File: src/rtl/tdc_hit_encoder.sv
// TDC hit encoder: captures thermometer-coded TOA/TOT per hit, converts to binary
// with bubble flags, and buffers the packed word in a small show-ahead FIFO.
module tdc_hit_encoder #(
    parameter int TOA_FINE_W = 63,
    parameter int TOT_FINE_W = 31,
    parameter int DEPTH      = 4,
    localparam int TOA_BIN_W = $clog2(TOA_FINE_W + 1),
    localparam int TOT_BIN_W = $clog2(TOT_FINE_W + 1),
    localparam int WORD_W    = 2 + 3 + TOA_BIN_W + 3 + TOT_BIN_W,
    localparam int PTR_W     = $clog2(DEPTH),
    localparam int LVL_W     = PTR_W + 1
) (
    input  logic                  clk40,
    input  logic                  reset,
    input  logic                  enable,
    input  logic                  hit_valid,
    input  logic [TOA_FINE_W-1:0] toa_raw,
    input  logic [2:0]            toa_coarse,
    input  logic [TOT_FINE_W-1:0] tot_raw,
    input  logic [2:0]            tot_coarse,
    output logic [WORD_W-1:0]     dout,
    output logic                  dout_valid,
    input  logic                  rd_en,
    output logic [LVL_W-1:0]      fifo_level,
    output logic [7:0]            overflow_cnt
);

    // Read handshake: a word transfers on an edge where dout_valid && rd_en.
    // dout holds the head entry until popped; rd_en with dout_valid low is ignored.

    logic                  s1_valid;
    logic [TOA_FINE_W-1:0] s1_toa_raw;
    logic [2:0]            s1_toa_coarse;
    logic [TOT_FINE_W-1:0] s1_tot_raw;
    logic [2:0]            s1_tot_coarse;

    always_ff @(posedge clk40) begin
        if (reset) begin
            s1_valid      <= 1'b0;
            s1_toa_raw    <= '0;
            s1_toa_coarse <= '0;
            s1_tot_raw    <= '0;
            s1_tot_coarse <= '0;
        end else begin
            s1_valid <= enable && hit_valid;
            if (enable && hit_valid) begin
                s1_toa_raw    <= toa_raw;
                s1_toa_coarse <= toa_coarse;
                s1_tot_raw    <= tot_raw;
                s1_tot_coarse <= tot_coarse;
            end
        end
    end

    // Population count tolerates bubbles; the flag still reports them.
    logic [TOA_BIN_W-1:0] toa_fine;
    logic [TOT_BIN_W-1:0] tot_fine;
    logic                 toa_bubble;
    logic                 tot_bubble;

    always_comb begin
        toa_fine = '0;
        for (int i = 0; i < TOA_FINE_W; i++) begin
            toa_fine = toa_fine + TOA_BIN_W'(s1_toa_raw[i]);
        end
        tot_fine = '0;
        for (int i = 0; i < TOT_FINE_W; i++) begin
            tot_fine = tot_fine + TOT_BIN_W'(s1_tot_raw[i]);
        end
    end

    assign toa_bubble = |(s1_toa_raw[TOA_FINE_W-1:1] & ~s1_toa_raw[TOA_FINE_W-2:0]);
    assign tot_bubble = |(s1_tot_raw[TOT_FINE_W-1:1] & ~s1_tot_raw[TOT_FINE_W-2:0]);

    logic              s2_valid;
    logic [WORD_W-1:0] s2_word;

    always_ff @(posedge clk40) begin
        if (reset) begin
            s2_valid <= 1'b0;
            s2_word  <= '0;
        end else begin
            s2_valid <= s1_valid;
            if (s1_valid) begin
                s2_word <= {toa_bubble, tot_bubble, s1_toa_coarse, toa_fine,
                            s1_tot_coarse, tot_fine};
            end
        end
    end

    logic [WORD_W-1:0] mem [DEPTH];
    logic [PTR_W-1:0]  wr_ptr;
    logic [PTR_W-1:0]  rd_ptr;
    logic [LVL_W-1:0]  level;
    logic              full;
    logic              empty;
    logic              push;
    logic              pop;
    logic              drop;

    assign empty = (level == '0);
    assign full  = (level == LVL_W'(DEPTH));
    assign pop   = rd_en && !empty;
    // A full FIFO still accepts a word when the same edge frees a slot.
    assign push  = s2_valid && (!full || pop);
    assign drop  = s2_valid && full && !pop;

    always_ff @(posedge clk40) begin
        if (reset) begin
            for (int i = 0; i < DEPTH; i++) begin
                mem[i] <= '0;
            end
            wr_ptr       <= '0;
            rd_ptr       <= '0;
            level        <= '0;
            overflow_cnt <= '0;
        end else begin
            if (push) begin
                mem[wr_ptr] <= s2_word;
                wr_ptr      <= wr_ptr + PTR_W'(1);
            end
            if (pop) begin
                rd_ptr <= rd_ptr + PTR_W'(1);
            end
            case ({push, pop})
                2'b10:   level <= level + LVL_W'(1);
                2'b01:   level <= level - LVL_W'(1);
                default: level <= level;
            endcase
            if (drop && overflow_cnt != 8'hFF) begin
                overflow_cnt <= overflow_cnt + 8'd1;
            end
        end
    end

    assign dout_valid = !empty;
    assign dout       = empty ? '0 : mem[rd_ptr];
    assign fifo_level = level;

endmodule

File: config.mk
export PLATFORM = sky130hd
export DESIGN_NAME = tdc_hit_encoder
export DESIGN_NICKNAME = d
export VERILOG_FILES = /design/src/rtl/tdc_hit_encoder.sv
export SDC_FILE = /design/constraint.sdc
export NUM_CORES = 1
export LEC_CHECK = 0
export CAP_MARGIN = 20
export CORE_UTILIZATION = 28
export CTS_CLUSTER_SIZE = 25
export DETAILED_ROUTE_END_ITERATION = 10
export DONT_BUFFER_PORTS = 1
export SYNTH_ARGS = -nofsm -noshare
export SYNTH_HDL_FRONTEND = slang
export SYNTH_SLANG_ARGS = --single-unit
File: constraint.sdc
create_clock -name clk40 -period 7.19 [get_ports clk40]
set_input_delay 0.719 -clock clk40 [delete_from_list [all_inputs] [get_ports clk40]]
set_output_delay 0.719 -clock clk40 [all_outputs]
set_load 0.005 [all_outputs]
==> impl_metrics.yaml, run 1 <==
layout:
  area_growth_pct: 12.4
  nFillCells: 4085
  diodes: 0
  drive_gt1_share_pct: 6.64
  final-seq-area_sq_mm: 0.00504
  multi_input_area_sq_mm: 0.00538
  layoutNonFillerInstCount: 1693
  nets: 1357
place:
  placed_cells: 1644
  port_buffers: 0
  gp_congestion: 0.859
  hpwlAfterDp_um: 19400
logic_synthesis:
  ys_async_sr_fraction_pct: 0
  synth_area_leaders: "dfxtp_1, edfxtp_1, fa_1"
  avgSynthCellArea_sq_um: 9.55
  yosysTopAreaCell: "dfxtp_1"
  synth_top_flop_cell: "dfxtp_1"
  yosys.cell_types.count: 57
  ys_warn_count: 0
  yosysTopAreaCellShare_pct: 24.6
  seq_area_frac_synth_pct: 45.0
  synth_edf_count: 76
  ys_top_cells_by_count: "nand2_1, inv_1, dfxtp_1"
  synth_nets: 1377
  netlist_instances: 1175
  synth-seq-cells: 214
  yosysMostFrequentCell: "nand2_1"
  synth_area_sq_mm: 0.0112
sta:
  hold_viol: 0
  setup_violations: 0
  worstMarginPinSlew_ns: 1.02
  slew_violations: 0
  slew_headroom_pct: 32.2
  period_needed_ns: 5.99
  tns_ns: 0
  rsz0062_at_grt: "false"
  period_share_pct: 83.3
  fin_skew_ns: 0.0197
  timing.fmax_mhz: 167
global_route:
  overflow: 0
  grt_start_max_net_pins: 144
  grt_pass1_wl_um: 43300
  grt_usage_pct: 13.4
  grt_pass1_vias: 7742
  antenna_found_initial: 0
clocking:
  cts_tree: "done"
  cts_inserted_buffers: 26
  postCtsSetupBuffers: 0
  htreeDepth: 1
  root_buffer: "clkbuf_16"
  cts_hold_buffers: 0
  path_clk_slew_ns: 0.06
  max-clock-path-buffers: 3
  cts_resized: 0
  cts.sink_count: 214
  clock_latency_ns: 0.53
worst_hold_path:
  min_from: "reset"
  worstHoldPathType: "in -> reg"
routing:
  drc: 0
  ant_nets: 0
  first_pass_iters: 5
  wl_um: 27000
  drt_iter0_drc: 323
  vias: 7682
  routed_via_density: 4.54
  wl_per_cell_um: 16.0
critical_path:
  crit_type: "reg -> reg"
  critPathLaunch: "s1_toa_raw[35]"
  cp.required_ns: 7.60
  crit_path_max_fanout: 3
  reg2reg_from: "s1_toa_raw[35]"
  crit_path_end_kind: "register"
  cp.arrival_ns: 6.40
  r2r_slack_ns: 1.20
  start_kind: "register"
floorplanning:
  die_w_um: 202
  die_height_um: 202
  start_util_pct: 28.7
  rows: 72
  design.die.area_sq_mm: 0.0409
  io_pins: 136
  core-area_sq_mm: 0.0391
flow_run:
  maxCapViolations: 0
power_and_ir_drop:
  ir_worst_vdd_v: 0.000189
  powerDensity_mw_per_mm2: 280
  leakagePower_nw: 4.87
status:
  status: "completed"
## per-layer routing
layer / track usage (%) / share of wire [%] / routed length [um]
met1: 17.6 / 45 / 12300
met5: 0 / 0 / 0
met3: 2.32 / 4.6 / 1240
met2: 22.6 / 48 / 12900
met4: 3.65 / 2.1 / 574
## area by class of cell
class / count / share of cell area (%)
Tap cell: 518 / 5.14
Inverter: 159 / 4.73
Clock inverter: 10 / 0.912
Timing Repair Buffer: 7 / 0.516
Sequential cell: 214 / 40.0
Clock buffer: 38 / 6.09
Multi-Input combinational cell: 747 / 42.6
## power breakdown
group	internal [mW]	switching, mW
Clock	0.817	0.517
Combinational	0.377	0.461
Sequential	1.31	0.0505
## cell families (layout without fill, tap and decap cells)
logic type                 Yosys count  count (layout)  synth area share, %
AOI/OAI and AO/OA                  170             170                 8.65
xor gates and xnor gates            15              15                 1.17
adders and majority gates           97              97                 16.0
buffers and inverters              214             214                 7.27
DFF                                214             214                 45.0
muxes                               31              31                 4.88
and+or+nand+nor                    434             434                 17.1
## cell usage in the layout, fill, tap and decap left out, types with 7 or more instances in the layout
| master | instances |
|---|---|
| nand2_1 | 248 |
| inv_1 | 159 |
| dfxtp_1 | 138 |
| a21oi_1 | 107 |
| nor2_1 | 78 |
| fa_1 | 77 |
| edfxtp_1 | 76 |
| and2_1 | 40 |
| clkbuf_16 | 28 |
| o21ai_0 | 27 |
| ha_1 | 20 |
| mux4_2 | 19 |
| nor2b_1 | 13 |
| mux2i_1 | 12 |
| nor3_1 | 9 |
| xnor2_1 | 9 |
| nand2b_1 | 8 |
| nand4_1 | 7 |
| a211oi_1 | 7 |
| clkbuf_1 | 7 |
## per-stage QoR
step	hold WS [ns]	instance area [sq um]	worst slack (ns)	util, %	total power [mW]
final	0.265	12600	1.20	32.3	3.53
after global routing	0.243	12600	0.802	32.3	3.80
after CTS	0.290	12600	1.16	32.2	3.59
after detailed placement	0.451	11700	1.18	30.0	2.25
after global placement	0.452	11700	1.24	30.0	2.22
after floorplan	0.436	11200	1.43	-	2.05
## registers in the layout (all words and copies together), names as in the netlist, named ones only
name and cells:
fifo_level 3, mem 76, overflow_cnt 8, rd_ptr 2, s1_toa_coarse 3, s1_toa_raw 63, s1_tot_coarse 3, s1_tot_raw 31
s1_valid 1, s2_valid 1, s2_word 19, wr_ptr 2
## critical path, cell delays in order (launching register included)
cell       delay, ns
dfxtp_1         0.35
inv_1           0.08
fa_1            0.53
inv_1           0.05
fa_1            0.42
fa_1            0.54
inv_1           0.05
fa_1            0.53
inv_1           0.05
fa_1            0.51
fa_1            0.44
fa_1            0.54
inv_1           0.05
fa_1            0.59
inv_1           0.06
ha_1            0.27
nor2b_1         0.12
o21ai_0         0.18
a21boi_0        0.17
o2111ai_1       0.21
o211ai_1        0.11
## worst paths after layout
path | end | cells after the start
worst max-delay path | s2_word[13] | 20
worst min-delay path | s1_toa_coarse[2] | 1
worst max register to register | s2_word[13] | 20
worst min register to register | s1_tot_coarse[0] | 2
Power figures use the tool's default switching activity.
==> run 2: changes to the inputs <==
- clock period: 7.19 -> 5.2 ns (I/O delays scaled with it)
==> impl_metrics.yaml, run 2 (synthesis results as in run 1) <==
routing:
  wl_um: 28000
  drc: 0
  first_pass_iters: 5
  vias: 7857
  ant_nets: 0
  drt_iter0_drc: 396
  routed_via_density: 4.52
  wl_per_cell_um: 16.1
global_route:
  antenna_found_initial: 1
  grt_usage_pct: 13.8
  grt_start_max_net_pins: 144
  overflow: 0
  grt_pass1_wl_um: 44700
  grt_pass1_vias: 8019
layout:
  largest_reg_flops: 76
  mostFrequentLayoutCells: "nand2_1, inv_1, dfxtp_1"
  largestRegisters: "mem x76, s1_toa_raw x63, s1_tot_raw x31"
  mostFrequentLayoutCell: "nand2_1"
  drive_gt1_share_pct: 12.5
  fin_area_sq_mm: 0.0130
  nets: 1406
  top_register: "mem"
  area_growth_pct: 15.5
sta:
  fin_ws_ns: -0.622
  timing.fmax_mhz: 172
  hold_viol: 0
  slew_headroom_pct: 27.6
  slew_violations: 0
  period_share_pct: 112
  rsz0062_at_grt: "true"
  setup_violations: 6
  period_needed_ns: 5.82
  worstMarginPinSlew_ns: 1.09
  fin_skew_ns: 0.00754
critical_path:
  crit_type: "reg -> reg"
  reg2reg_from: "s1_toa_raw[47]"
  crit_path_max_fanout: 2
  start_kind: "register"
  cp.arrival_ns: 6.28
  critPathLaunch: "s1_toa_raw[47]"
  endpoint: "s2_word[12]"
  crit_path_end_kind: "register"
  reg2reg_to: "s2_word[12]"
  cp.required_ns: 5.66
  ff2ff_path_depth: 18
  r2r_slack_ns: -0.62
clocking:
  cts.sink_count: 214
  cts_inserted_buffers: 24
  clock_latency_ns: 0.52
  root_buffer: "clkbuf_16"
  max-clock-path-buffers: 3
  htreeDepth: 1
  path_clk_slew_ns: 0.06
  cts_tree: "done"
floorplanning:
  start_util_pct: 28.7
  die_w_um: 202
  die_height_um: 202
  io_pins: 136
  rows: 72
  design.die.area_sq_mm: 0.0409
  core-area_sq_mm: 0.0391
place:
  hpwlAfterDp_um: 20200
  gp_congestion: 0.845
  post-place-ws_ns: -0.615
  port_buffers: 0
  dpl-instance-area_sq_mm: 0.0121
power_and_ir_drop:
  leakagePower_nw: 5.08
  ir_worst_vdd_v: 0.000388
  powerDensity_mw_per_mm2: 388
flow_run:
  maxCapViolations: 0
worst_hold_path:
  worstHoldPathType: "in -> reg"
status:
  violations: "setup timing"
  status: "finished, violations left"
==> run 2: cell count changes in the layout (fill, tap and decap cells not counted), moves of 3 or more <==
| cell | delta |
|---|---|
| inv_1 | -7 |
| clkbuf_16 | -3 |
| fa_1 | -6 |
| dfxtp_2 | +9 |
| inv_2 | +7 |
| dfxtp_1 | -9 |
| buf_4 | +52 |
| fa_2 | +6 |
==> run 2: worst min path at each step <==
stage / cells after the start / slack (ns) / from / to
4_1_cts: 1 / 0.1 / reset / s2_word[14]
2_1_floorplan: 2 / 0.44 / s1_toa_coarse[0] / s1_toa_coarse[0]
3_5_place_dp: 2 / 0.45 / s1_toa_coarse[0] / s1_toa_coarse[0]
6_report: 2 / 0.13 / toa_raw[4] / s1_toa_raw[4]
3_3_place_gp: 2 / 0.44 / s1_toa_coarse[0] / s1_toa_coarse[0]
5_1_grt: 1 / 0.1 / reset / s2_word[12]
==> run 2: area by class of cell <==
| class | instances | area [sq um] |
|---|---|---|
| tap | 518 | 648 |
| fill | 4100 | 26100 |
| inverter | 159 | 597 |
| multi-input combinational | 747 | 5420 |
| sequential | 214 | 5060 |
| clock buffer | 37 | 712 |
| timing repair buffer | 58 | 435 |
| clock inverter | 6 | 82.6 |
| antenna | 1 | 2.50 |
==> run 2: timing repair <==
item | 4_1_cts | 5_1_grt
endpoints found under the hold margin | 0 | 0
buffers inserted | 4 | 1
pin swaps | 14 | 13
setup endpoints to repair | 6 | 7
hold buffers | 0 | 0
gates resized for setup | 10 | 9
==> run 2: critical path: stages (launching register included) <==
cell      delay [ns]
dfxtp_2         0.33
inv_2           0.04
fa_1            0.56
inv_2           0.05
fa_2            0.53
inv_2           0.04
fa_2            0.52
fa_1            0.45
fa_1            0.54
fa_1            0.43
fa_1            0.51
fa_1            0.44
fa_2            0.40
fa_2            0.36
nor2b_2         0.13
o21a_1          0.13
nor3_1          0.04
nand3b_1        0.16
a21oi_2         0.12
==> run 2: power by group <==
group / switching, mW / internal (mW) / leakage (nW)
Combinational: 0.734 / 0.705 / 2.78
Clock: 0.676 / 1.04 / 0.389
Sequential: 0.0633 / 1.81 / 1.91
Total: 1.47 / 3.55 / 5.08
==> run 2: stage by stage <==
step	utilization, %	TNS (ns)	instances	hold WS [ns]	power [mW]
after floorplan	-	-1.31	1175	0.436	2.85
after global placement	30.9	-2.04	1692	0.441	3.17
after detailed placement	30.9	-2.50	1692	0.452	3.21
after CTS	33.1	-2.47	1739	0.0977	5.04
after global routing	33.1	-3.76	1740	0.0955	5.37
final	33.1	-2.54	1740	0.133	5.02
==> run 2: layer usage <==
metal / part of all wire, % / global-route usage [%] / vias to the layer above
met4: 1.6 / 2.98 / 0
li1: - / - / 3854
met2: 47 / 22.9 / 136
met5: 0 / 0 / -
met3: 5.0 / 2.92 / 34
met1: 46 / 18.5 / 3833
